[config.mk]
export PLATFORM = sky130hd
export DESIGN_NAME = regfile_port_arbiter
export DESIGN_NICKNAME = d
export VERILOG_FILES = /design/src/rtl/regfile_port_arbiter.sv
export SDC_FILE = /design/constraint.sdc
export NUM_CORES = 1
export LEC_CHECK = 0
export ABC_AREA = 1
export CORE_UTILIZATION = 36
export DETAILED_ROUTE_END_ITERATION = 16
export PLACE_DENSITY = 0.86
export SKIP_CTS_REPAIR_TIMING = 1
export SLEW_MARGIN = 15
export SYNTH_ARGS = -nofsm -noshare
export SYNTH_HDL_FRONTEND = slang
export SYNTH_SLANG_ARGS = --single-unit
[constraint.sdc]
create_clock -name clk -period 1 [get_ports clk]
set_input_delay 0.3 -clock clk [delete_from_list [all_inputs] [get_ports clk]]
set_output_delay 0.3 -clock clk [all_outputs]
set_load 0.01 [all_outputs]
[src/rtl/regfile_port_arbiter.sv]
// regfile_port_arbiter
//   Shares one single-read/single-write register file between two requesters
//   (A and B). The arbiter picks a winner in IDLE and latches its operation.
//   It then drives the register file for one ACCESS cycle and pulses the
//   winner's ack in RESP. Each transaction takes three cycles.
//
// Ports
//   clk, rst_n               clock (rising edge), async active-low reset
//   a_req/a_we/a_num/a_wdata requester A: request, write enable, index, data
//   a_ack                    one-cycle completion pulse for A
//   b_req/b_we/b_num/b_wdata requester B: same as A
//   b_ack                    one-cycle completion pulse for B
//   rdata                    last read result, updated when a read completes
//   rf_write/rf_writenum/rf_readnum/rf_data_in   drive the register file
//   rf_data_out              combinational read data from the register file
module regfile_port_arbiter #(
  parameter int DATA_W     = 16,
  parameter int NUM_W      = 3,
  parameter int FIXED_PRIO = 0
) (
  input  logic              clk,
  input  logic              rst_n,
  input  logic              a_req,
  input  logic              a_we,
  input  logic [NUM_W-1:0]  a_num,
  input  logic [DATA_W-1:0] a_wdata,
  output logic              a_ack,
  input  logic              b_req,
  input  logic              b_we,
  input  logic [NUM_W-1:0]  b_num,
  input  logic [DATA_W-1:0] b_wdata,
  output logic              b_ack,
  output logic [DATA_W-1:0] rdata,
  output logic              rf_write,
  output logic [NUM_W-1:0]  rf_writenum,
  output logic [NUM_W-1:0]  rf_readnum,
  output logic [DATA_W-1:0] rf_data_in,
  input  logic [DATA_W-1:0] rf_data_out
);

  typedef enum logic [1:0] {
    S_IDLE,
    S_ACCESS,
    S_RESP
  } state_e;

  typedef enum logic {
    GNT_A = 1'b0,
    GNT_B = 1'b1
  } grant_e;

  state_e              state_q;
  grant_e              last_grant_q;
  grant_e              op_grant_q;
  logic                op_we_q;
  logic [NUM_W-1:0]    op_num_q;
  logic [DATA_W-1:0]   op_wdata_q;
  logic                a_ack_q;
  logic                b_ack_q;
  logic [DATA_W-1:0]   rdata_q;
  logic                rf_write_q;

  // Winner selection for the current IDLE cycle.
  grant_e              grant_d;
  logic                any_req_d;
  logic                sel_we_d;
  logic [NUM_W-1:0]    sel_num_d;
  logic [DATA_W-1:0]   sel_wdata_d;

  always_comb begin
    any_req_d = a_req | b_req;
    grant_d   = GNT_A;
    if (a_req && b_req) begin
      // Round-robin: B wins a tie only when A had the previous grant.
      if ((FIXED_PRIO == 0) && (last_grant_q == GNT_A)) begin
        grant_d = GNT_B;
      end
    end else if (b_req) begin
      grant_d = GNT_B;
    end

    if (grant_d == GNT_B) begin
      sel_we_d    = b_we;
      sel_num_d   = b_num;
      sel_wdata_d = b_wdata;
    end else begin
      sel_we_d    = a_we;
      sel_num_d   = a_num;
      sel_wdata_d = a_wdata;
    end
  end

  always_ff @(posedge clk or negedge rst_n) begin
    if (!rst_n) begin
      state_q      <= S_IDLE;
      last_grant_q <= GNT_B;
      op_grant_q   <= GNT_A;
      op_we_q      <= 1'b0;
      op_num_q     <= '0;
      op_wdata_q   <= '0;
      a_ack_q      <= 1'b0;
      b_ack_q      <= 1'b0;
      rdata_q      <= '0;
      rf_write_q   <= 1'b0;
    end else begin
      a_ack_q    <= 1'b0;
      b_ack_q    <= 1'b0;
      rf_write_q <= 1'b0;
      unique case (state_q)
        S_IDLE: begin
          if (any_req_d) begin
            op_grant_q   <= grant_d;
            last_grant_q <= grant_d;
            op_we_q      <= sel_we_d;
            op_num_q     <= sel_num_d;
            op_wdata_q   <= sel_wdata_d;
            // Register rf_write here so it is high exactly during ACCESS.
            rf_write_q   <= sel_we_d;
            state_q      <= S_ACCESS;
          end
        end
        S_ACCESS: begin
          if (!op_we_q) begin
            rdata_q <= rf_data_out;
          end
          a_ack_q <= (op_grant_q == GNT_A);
          b_ack_q <= (op_grant_q == GNT_B);
          state_q <= S_RESP;
        end
        S_RESP: begin
          state_q <= S_IDLE;
        end
        default: begin
          state_q <= S_IDLE;
        end
      endcase
    end
  end

  // Index and data follow the op latches. These update only on a grant,
  // so they hold their last values outside ACCESS.
  assign rf_writenum = op_num_q;
  assign rf_readnum  = op_num_q;
  assign rf_data_in  = op_wdata_q;
  assign rf_write    = rf_write_q;
  assign a_ack       = a_ack_q;
  assign b_ack       = b_ack_q;
  assign rdata       = rdata_q;

endmodule

==> results.toml, run 1 <==
[run_status]
run_status = "complete, but fails checks"
failed_checks = "setup timing"

[timing]
fmaxAchievable_mhz = 824
finalMaxSlewViolations = 0
hold_viol_final = 0
finalSetupViolCount = 83
worst_pin_slew_ps = 228
postLayoutSetupSlackWorst_ps = -213
period_needed_ps = 1210
relSlewSlack = 0.848
timing.final.crit_share = 1.21
grt_setup_unrepaired = "true"
final.setup_skew_ps = 7.23

[global_routing]
grt_first_pass_wirelength_microns = 8640
grt_usage = 0.181
global_route.overflow_total = 0
grt_antenna_before_repair = 0
number_of_global_route_vias_before_repair = 2034
pin_count_of_the_biggest_net_entering_global_routing = 44

[place]
place_hpwl_microns = 3780
placed_area_sq_um = 3210
post-place-cells = 437
globalplace.congestion = 0.732
place_worst_setup_slack_ps = -545
place.port_buffers = 100

[worst_setup_path]
r2r_worst_path_depth = 6
end_kind = "flop"
timing_worst_setup_path_type = "reg -> reg"
r2r-end = "rf_readnum[1]$_DFFE_PN0P_"
category_of_the_worst_setup_path_launch_point = "flop"
reg2reg_slack_ps = -210
crit_arrival_ps = 1400
timing.rr.start = "last_grant_q$_DFFE_PN1P_"
cp_max_fo = 7
critical_path.startpoint = "last_grant_q$_DFFE_PN1P_"
worst_ep_required_time_ps = 1190

[route]
drt-wirelength-per-cell_microns = 13.8
num_vias = 2254
drcViolationCount = 0
detail_route.vias_per_cell = 4.72
drt_wl_total_microns = 6580
detailedRoute.firstPassIterationCount = 5
final_antenna_net_count = 0
initialDrtViolationCount = 81

[logic_synthesis]
total_standard_cell_area_after_synthesis_sq_um = 2040
yosys.area_share.adder = 0
yosys.area.top_type = "sky130_fd_sc_hd__dfrtp_1"
synthesized_net_count = 327
muxShareOfSynthArea = 0
xor_xnor_share_of_the_synthesized_area = 0
syn_inst = 267
post_synth_num_cell_types = 15
synthSimpleGateAreaFrac = 0.338
main_combinational_cell_family_by_area_after_synthesis = "simple AND/OR/NAND/NOR gates"
yosys-top-cells-area = "sky130_fd_sc_hd__dfrtp_1 51%, sky130_fd_sc_hd__nand2_1 18%, sky130_fd_sc_hd__nand3_1 14%"
post-synth-top-area-fraction = 0.514
synth-warning-count = 0
proportion_of_synthesized_chip_area_in_sequential_cells = 0.527
syn-mean-instance-area_sq_um = 7.65
synth-compound-area-share = 0.00245
yosys_register_bits = 43

[die]
die_h_microns = 77.3
die-width_microns = 77.3
initial_utilization = 0.373
top_level_ports = 101
rows = 27
floorplan.core_area_sq_um = 5470
dieArea_sq_um = 5980

[min_path]
hold_path_startpoint = "op_grant_q$_DFFE_PN0P_"
hold-path-cell-count = 1
hold_path_class = "reg -> reg"
whs_endpoint = "a_ack$_DFF_PN0_"

[clocking]
clkLatencyLatePin_ps = 290
clockRootBuffer = "sky130_fd_sc_hd__clkbuf_8"
clock_path_buffers = 2
cts.sink_count = 43
ctsHtreeMaxLevel = 2
tritoncts.num_buffers = 5
clk_pin_slew_ps = 80
cts_tree = "built"

[run]
maxCapViolations = 0

[finish]
postLayoutCellArea_sq_um = 3820
most_common_cell_after_layout_fill_and_taps_aside = "sky130_fd_sc_hd__clkdlybuf4s50_1"
most-common-layout-cells = "56 x sky130_fd_sc_hd__clkdlybuf4s50_1, 52 x sky130_fd_sc_hd__nand2_1, 42 x sky130_fd_sc_hd__inv_1, 42 x sky130_fd_sc_hd__dfrtp_1"
areaGrowthSynthToFinish_pct = 87.0
drive_gt1_frac = 0.414
fin_nets = 465
insertedDiodeCount = 0
final_cell_count_no_fill = 478
layout.core_utilization = 0.698

[power]
p_int_mw = 6.62
power_mw = 10.9
sequentialPowerShare = 0.292
total_switching_power_mw = 4.25
cellLeakagePower_nw = 2.07
share_comb_of_total_power = 0.562
p_per_area_nw_per_um2 = 2840
netSwitchingFraction = 0.391
share_of_total_power_in_the_clock_network = 0.145
worst_ir_drop_vdd_uv = 1490
cell usage after synthesis:
| cell | number |
|---|---|
| sky130_fd_sc_hd__inv_1 | 43 |
| sky130_fd_sc_hd__buf_2 | 6 |
| sky130_fd_sc_hd__nor2_4 | 2 |
| sky130_fd_sc_hd__nand4_1 | 1 |
| sky130_fd_sc_hd__dfstp_2 | 1 |
| sky130_fd_sc_hd__dfrtp_1 | 42 |
| sky130_fd_sc_hd__nand3_1 | 56 |
| sky130_fd_sc_hd__nand2_2 | 1 |
| sky130_fd_sc_hd__o21ai_0 | 1 |
| sky130_fd_sc_hd__nand2_1 | 97 |
| sky130_fd_sc_hd__buf_4 | 7 |
| sky130_fd_sc_hd__nor2_1 | 3 |
| sky130_fd_sc_hd__clkbuf_1 | 3 |
| sky130_fd_sc_hd__clkinv_1 | 1 |
| sky130_fd_sc_hd__inv_2 | 3 |
kinds of logic (layout without fill, tap and decap cells):
group,after synthesis,in the layout
flip-flops,43,43
AND/OR/NAND/NOR,160,160
AO/OA/AOI/OAI,1,1
buffers and inverters,63,202
final cells by class:
class / count / area [sq um]
Tap cell: 72 / 90.1
Sequential cell: 43 / 1080
Fill cell: 443 / 1650
Clock inverter: 2 / 60.1
Timing Repair inverter: 2 / 15.0
Clock buffer: 6 / 72.6
Timing Repair Buffer: 145 / 1310
Multi-Input combinational cell: 161 / 1010
Inverter: 47 / 181
layer usage:
metal / up-vias / GRT usage / wire length (microns)
met3: 12 / 0.0424 / 341
li1: 1078 / - / -
met5: - / 0 / 0
met1: 1067 / 0.195 / 2640
met2: 97 / 0.343 / 3480
met4: 0 / 0.0623 / 123
power by group through the flow:
stage	Clock (mW)	Sequential, mW	Combinational [mW]
floorplan	0	3.42	1.93
global placement	0	3.10	4.56
detailed placement	0	3.13	4.67
CTS	1.61	3.11	4.68
global route	1.70	3.25	6.53
finish	1.58	3.18	6.11
how the worst max path moves through the flow:
| stage | to | slack [ps] | depth (start not counted) |
|---|---|---|---|
| 3_3_place_gp | op_we_q$_DFFE_PN0P_ | -550 | 6 |
| 5_1_grt | rf_readnum[0]$_DFFE_PN0P_ | -250 | 6 |
| 2_1_floorplan | op_we_q$_DFFE_PN0P_ | -50 | 6 |
| 3_5_place_dp | rf_data_in[4]$_DFFE_PN0P_ | -550 | 6 |
| 4_1_cts | rf_readnum[1] | -550 | 1 |
| 6_report | rf_readnum[1]$_DFFE_PN0P_ | -210 | 6 |
worst max-delay path, stage by stage (launching register included):
cell and delay (ps):
sky130_fd_sc_hd__dfstp_2 570, sky130_fd_sc_hd__nand2_4 80, sky130_fd_sc_hd__nand2_4 120, sky130_fd_sc_hd__clkbuf_16 180
sky130_fd_sc_hd__nand2_2 60, sky130_fd_sc_hd__nand3_2 60, sky130_fd_sc_hd__nand2_1 60
sequential cells by signal, summed over array words and instances (netlist names):
register / flops
rdata: 16
rf_data_in: 16
rf_readnum: 3
state_q: 2
a_ack: 1
b_ack: 1
last_grant_q: 1
op_grant_q: 1
op_we_q: 1
rf_write: 1
per-stage QoR:
stage / hold slack [ps] / TNS, ps
floorplan: 4.41 / -1140
global placement: 288 / -19020
detailed placement: 295 / -19410
CTS: -27.1 / -25600
global route: 456 / -14890
finish: 429 / -11250
No activity file was read; power rests on OpenSTA's default activity.
==> inputs of run 2 (changes only) <==
--- a/config.mk
+++ b/config.mk
@@ -9,6 +9,7 @@
 export CORE_UTILIZATION = 36
 export DETAILED_ROUTE_END_ITERATION = 16
 export PLACE_DENSITY = 0.86
+export RECOVER_POWER = 100
 export SKIP_CTS_REPAIR_TIMING = 1
 export SLEW_MARGIN = 15
 export SYNTH_ARGS = -nofsm -noshare
==> constraint.sdc (replaced) <==
create_clock -name clk -period 1.05 [get_ports clk]
set_input_delay 0.315 -clock clk [delete_from_list [all_inputs] [get_ports clk]]
set_output_delay 0.315 -clock clk [all_outputs]
set_load 0.01 [all_outputs]
==> run 2 against run 1 <==
The flow still finishes with violations (setup timing); combinational power decreased by 13%; utilization decreased by 3.5 points; sequential share of layout area increased by 1.5 points; clock power decreased by 37%; total power decreased by 14%; die area unchanged; first-iteration DRC count increased by 93%; critical path depth unchanged; fmax decreased by 0.24%; cell count increased by 0.84%; clock skew decreased by 0.78 ps.
==> results.toml, run 2 (synthesis gave the netlist of run 1 again) <==
[run_status]
run_status = "complete, but fails checks"
failed_checks = "setup timing"

[global_routing]
pin_count_of_the_biggest_net_entering_global_routing = 44
grt_antenna_before_repair = 1
global_route.overflow_total = 0
grt_first_pass_wirelength_microns = 9230
grt_usage = 0.193
number_of_global_route_vias_before_repair = 2096

[timing]
timing.final.crit_share = 1.16
fmaxAchievable_mhz = 822
period_needed_ps = 1220
grt_setup_unrepaired = "true"
finalSetupViolCount = 80
worst_pin_slew_ps = 379
final.setup_skew_ps = 6.44
hold_viol_final = 0
relSlewSlack = 0.747
postLayoutSetupSlackWorst_ps = -166
finalMaxSlewViolations = 0

[die]
top_level_ports = 101
initial_utilization = 0.373
die_h_microns = 77.3
die-width_microns = 77.3
rows = 27
dieArea_sq_um = 5980
floorplan.core_area_sq_um = 5470

[place]
place.port_buffers = 100
place_hpwl_microns = 4190
place_worst_setup_slack_ps = -436
globalplace.congestion = 0.822

[route]
detail_route.vias_per_cell = 4.69
detailedRoute.firstPassIterationCount = 4
drcViolationCount = 0
initialDrtViolationCount = 156
num_vias = 2262
drt_wl_total_microns = 6900
drt-wirelength-per-cell_microns = 14.3
final_antenna_net_count = 0

[clocking]
cts.sink_count = 43
tritoncts.num_buffers = 5
cts_tree = "built"
clockRootBuffer = "sky130_fd_sc_hd__clkbuf_8"
clkLatencyLatePin_ps = 290
ctsHtreeMaxLevel = 2
clock_path_buffers = 2
clk_pin_slew_ps = 80

[worst_setup_path]
timing.critical_path.depth = 6
timing_worst_setup_path_type = "reg -> reg"
critical_path.startpoint = "last_grant_q$_DFFE_PN1P_"
category_of_the_worst_setup_path_launch_point = "flop"
reg2reg_slack_ps = -170
path_buf_inv = 1
cp_max_fo = 5
critical-path-max-stage-delay_ps = 570
r2r-end = "rf_data_in[14]$_DFFE_PN0P_"
crit_slowest_cell = "sky130_fd_sc_hd__dfstp_2"
critPathCapture = "rf_data_in[14]$_DFFE_PN0P_"
cp_cell_sequence = "nand2_4 > nand2_8 > clkbuf_16 > nand2_2 > nand3_2 > nand2_1"
end_kind = "flop"
r2r_worst_path_depth = 6
worst_ep_required_time_ps = 1230
critPathTopFamily = "flip-flops"
timing.rr.start = "last_grant_q$_DFFE_PN1P_"
crit_arrival_ps = 1390

[power]
p_per_area_nw_per_um2 = 2570
cellLeakagePower_nw = 1.99
worst_ir_drop_vdd_uv = 1070
power_mw = 9.32

[finish]
fillerInstances = 459
drive_gt1_frac = 0.379
fin_nets = 468
most-common-layout-cells = "66 x sky130_fd_sc_hd__nand2_1, 56 x sky130_fd_sc_hd__clkdlybuf4s50_1, 42 x sky130_fd_sc_hd__dfrtp_1"
multi_input_comb_area_sq_um = 932
most_common_cell_after_layout_fill_and_taps_aside = "sky130_fd_sc_hd__nand2_1"
layout.area.seq_sq_um = 1080
areaGrowthSynthToFinish_pct = 77.5
layout.core_utilization = 0.663

[min_path]
hold_path_class = "reg -> reg"

[run]
maxCapViolations = 0
run 2: cell type report:
cell class / count / share of cell area
timing repair buffer: 149 / 0.349
inverter: 47 / 0.0497
antenna: 1 / 0.000690
tap: 72 / 0.0248
sequential: 43 / 0.297
clock buffer: 8 / 0.0221
multi-input combinational: 162 / 0.257
run 2: per-stage QoR:
stage                     instance area (sq um)  hold slack, ps  instances  setup TNS [ps]
after global routing                       3630             437        482           -9700
after CTS                                  3340           -7.71        456          -22930
final                                      3630             416        482           -6660
after floorplan                            2080            19.4        267           -3.70
after detailed placement                   3260             303        448          -16440
after global placement                     3260             306        448          -15400
run 2: worst min path at each step:
stage	start	to	slack, ps	cells past startpoint
final	op_grant_q$_DFFE_PN0P_	a_ack$_DFF_PN0_	420	1
after CTS	rst_n	rf_data_in[13]$_DFFE_PN0P_	-8	2
after global routing	op_grant_q$_DFFE_PN0P_	a_ack$_DFF_PN0_	440	1
after detailed placement	rst_n	rf_data_in[13]$_DFFE_PN0P_	300	2
after global placement	rst_n	rf_readnum[0]$_DFFE_PN0P_	310	2
after floorplan	rst_n	a_ack$_DFF_PN0_	20	0
run 2: power by group:
part / switching, mW / total (mW) / internal (mW)
Sequential: 0.498 / 2.99 / 2.49
Combinational: 2.76 / 5.33 / 2.57
Clock: 0.530 / 1.00 / 0.473
Total: 3.78 / 9.32 / 5.54
run 2: layer usage:
metal | up-vias | part of all wire | track usage
met2 | 94 | 0.53 | 0.347
met4 | 0 | 0.022 | 0.0642
met1 | 1066 | 0.39 | 0.225
met3 | 14 | 0.061 | 0.0435
met5 | - | 0 | 0
li1 | 1088 | - | -
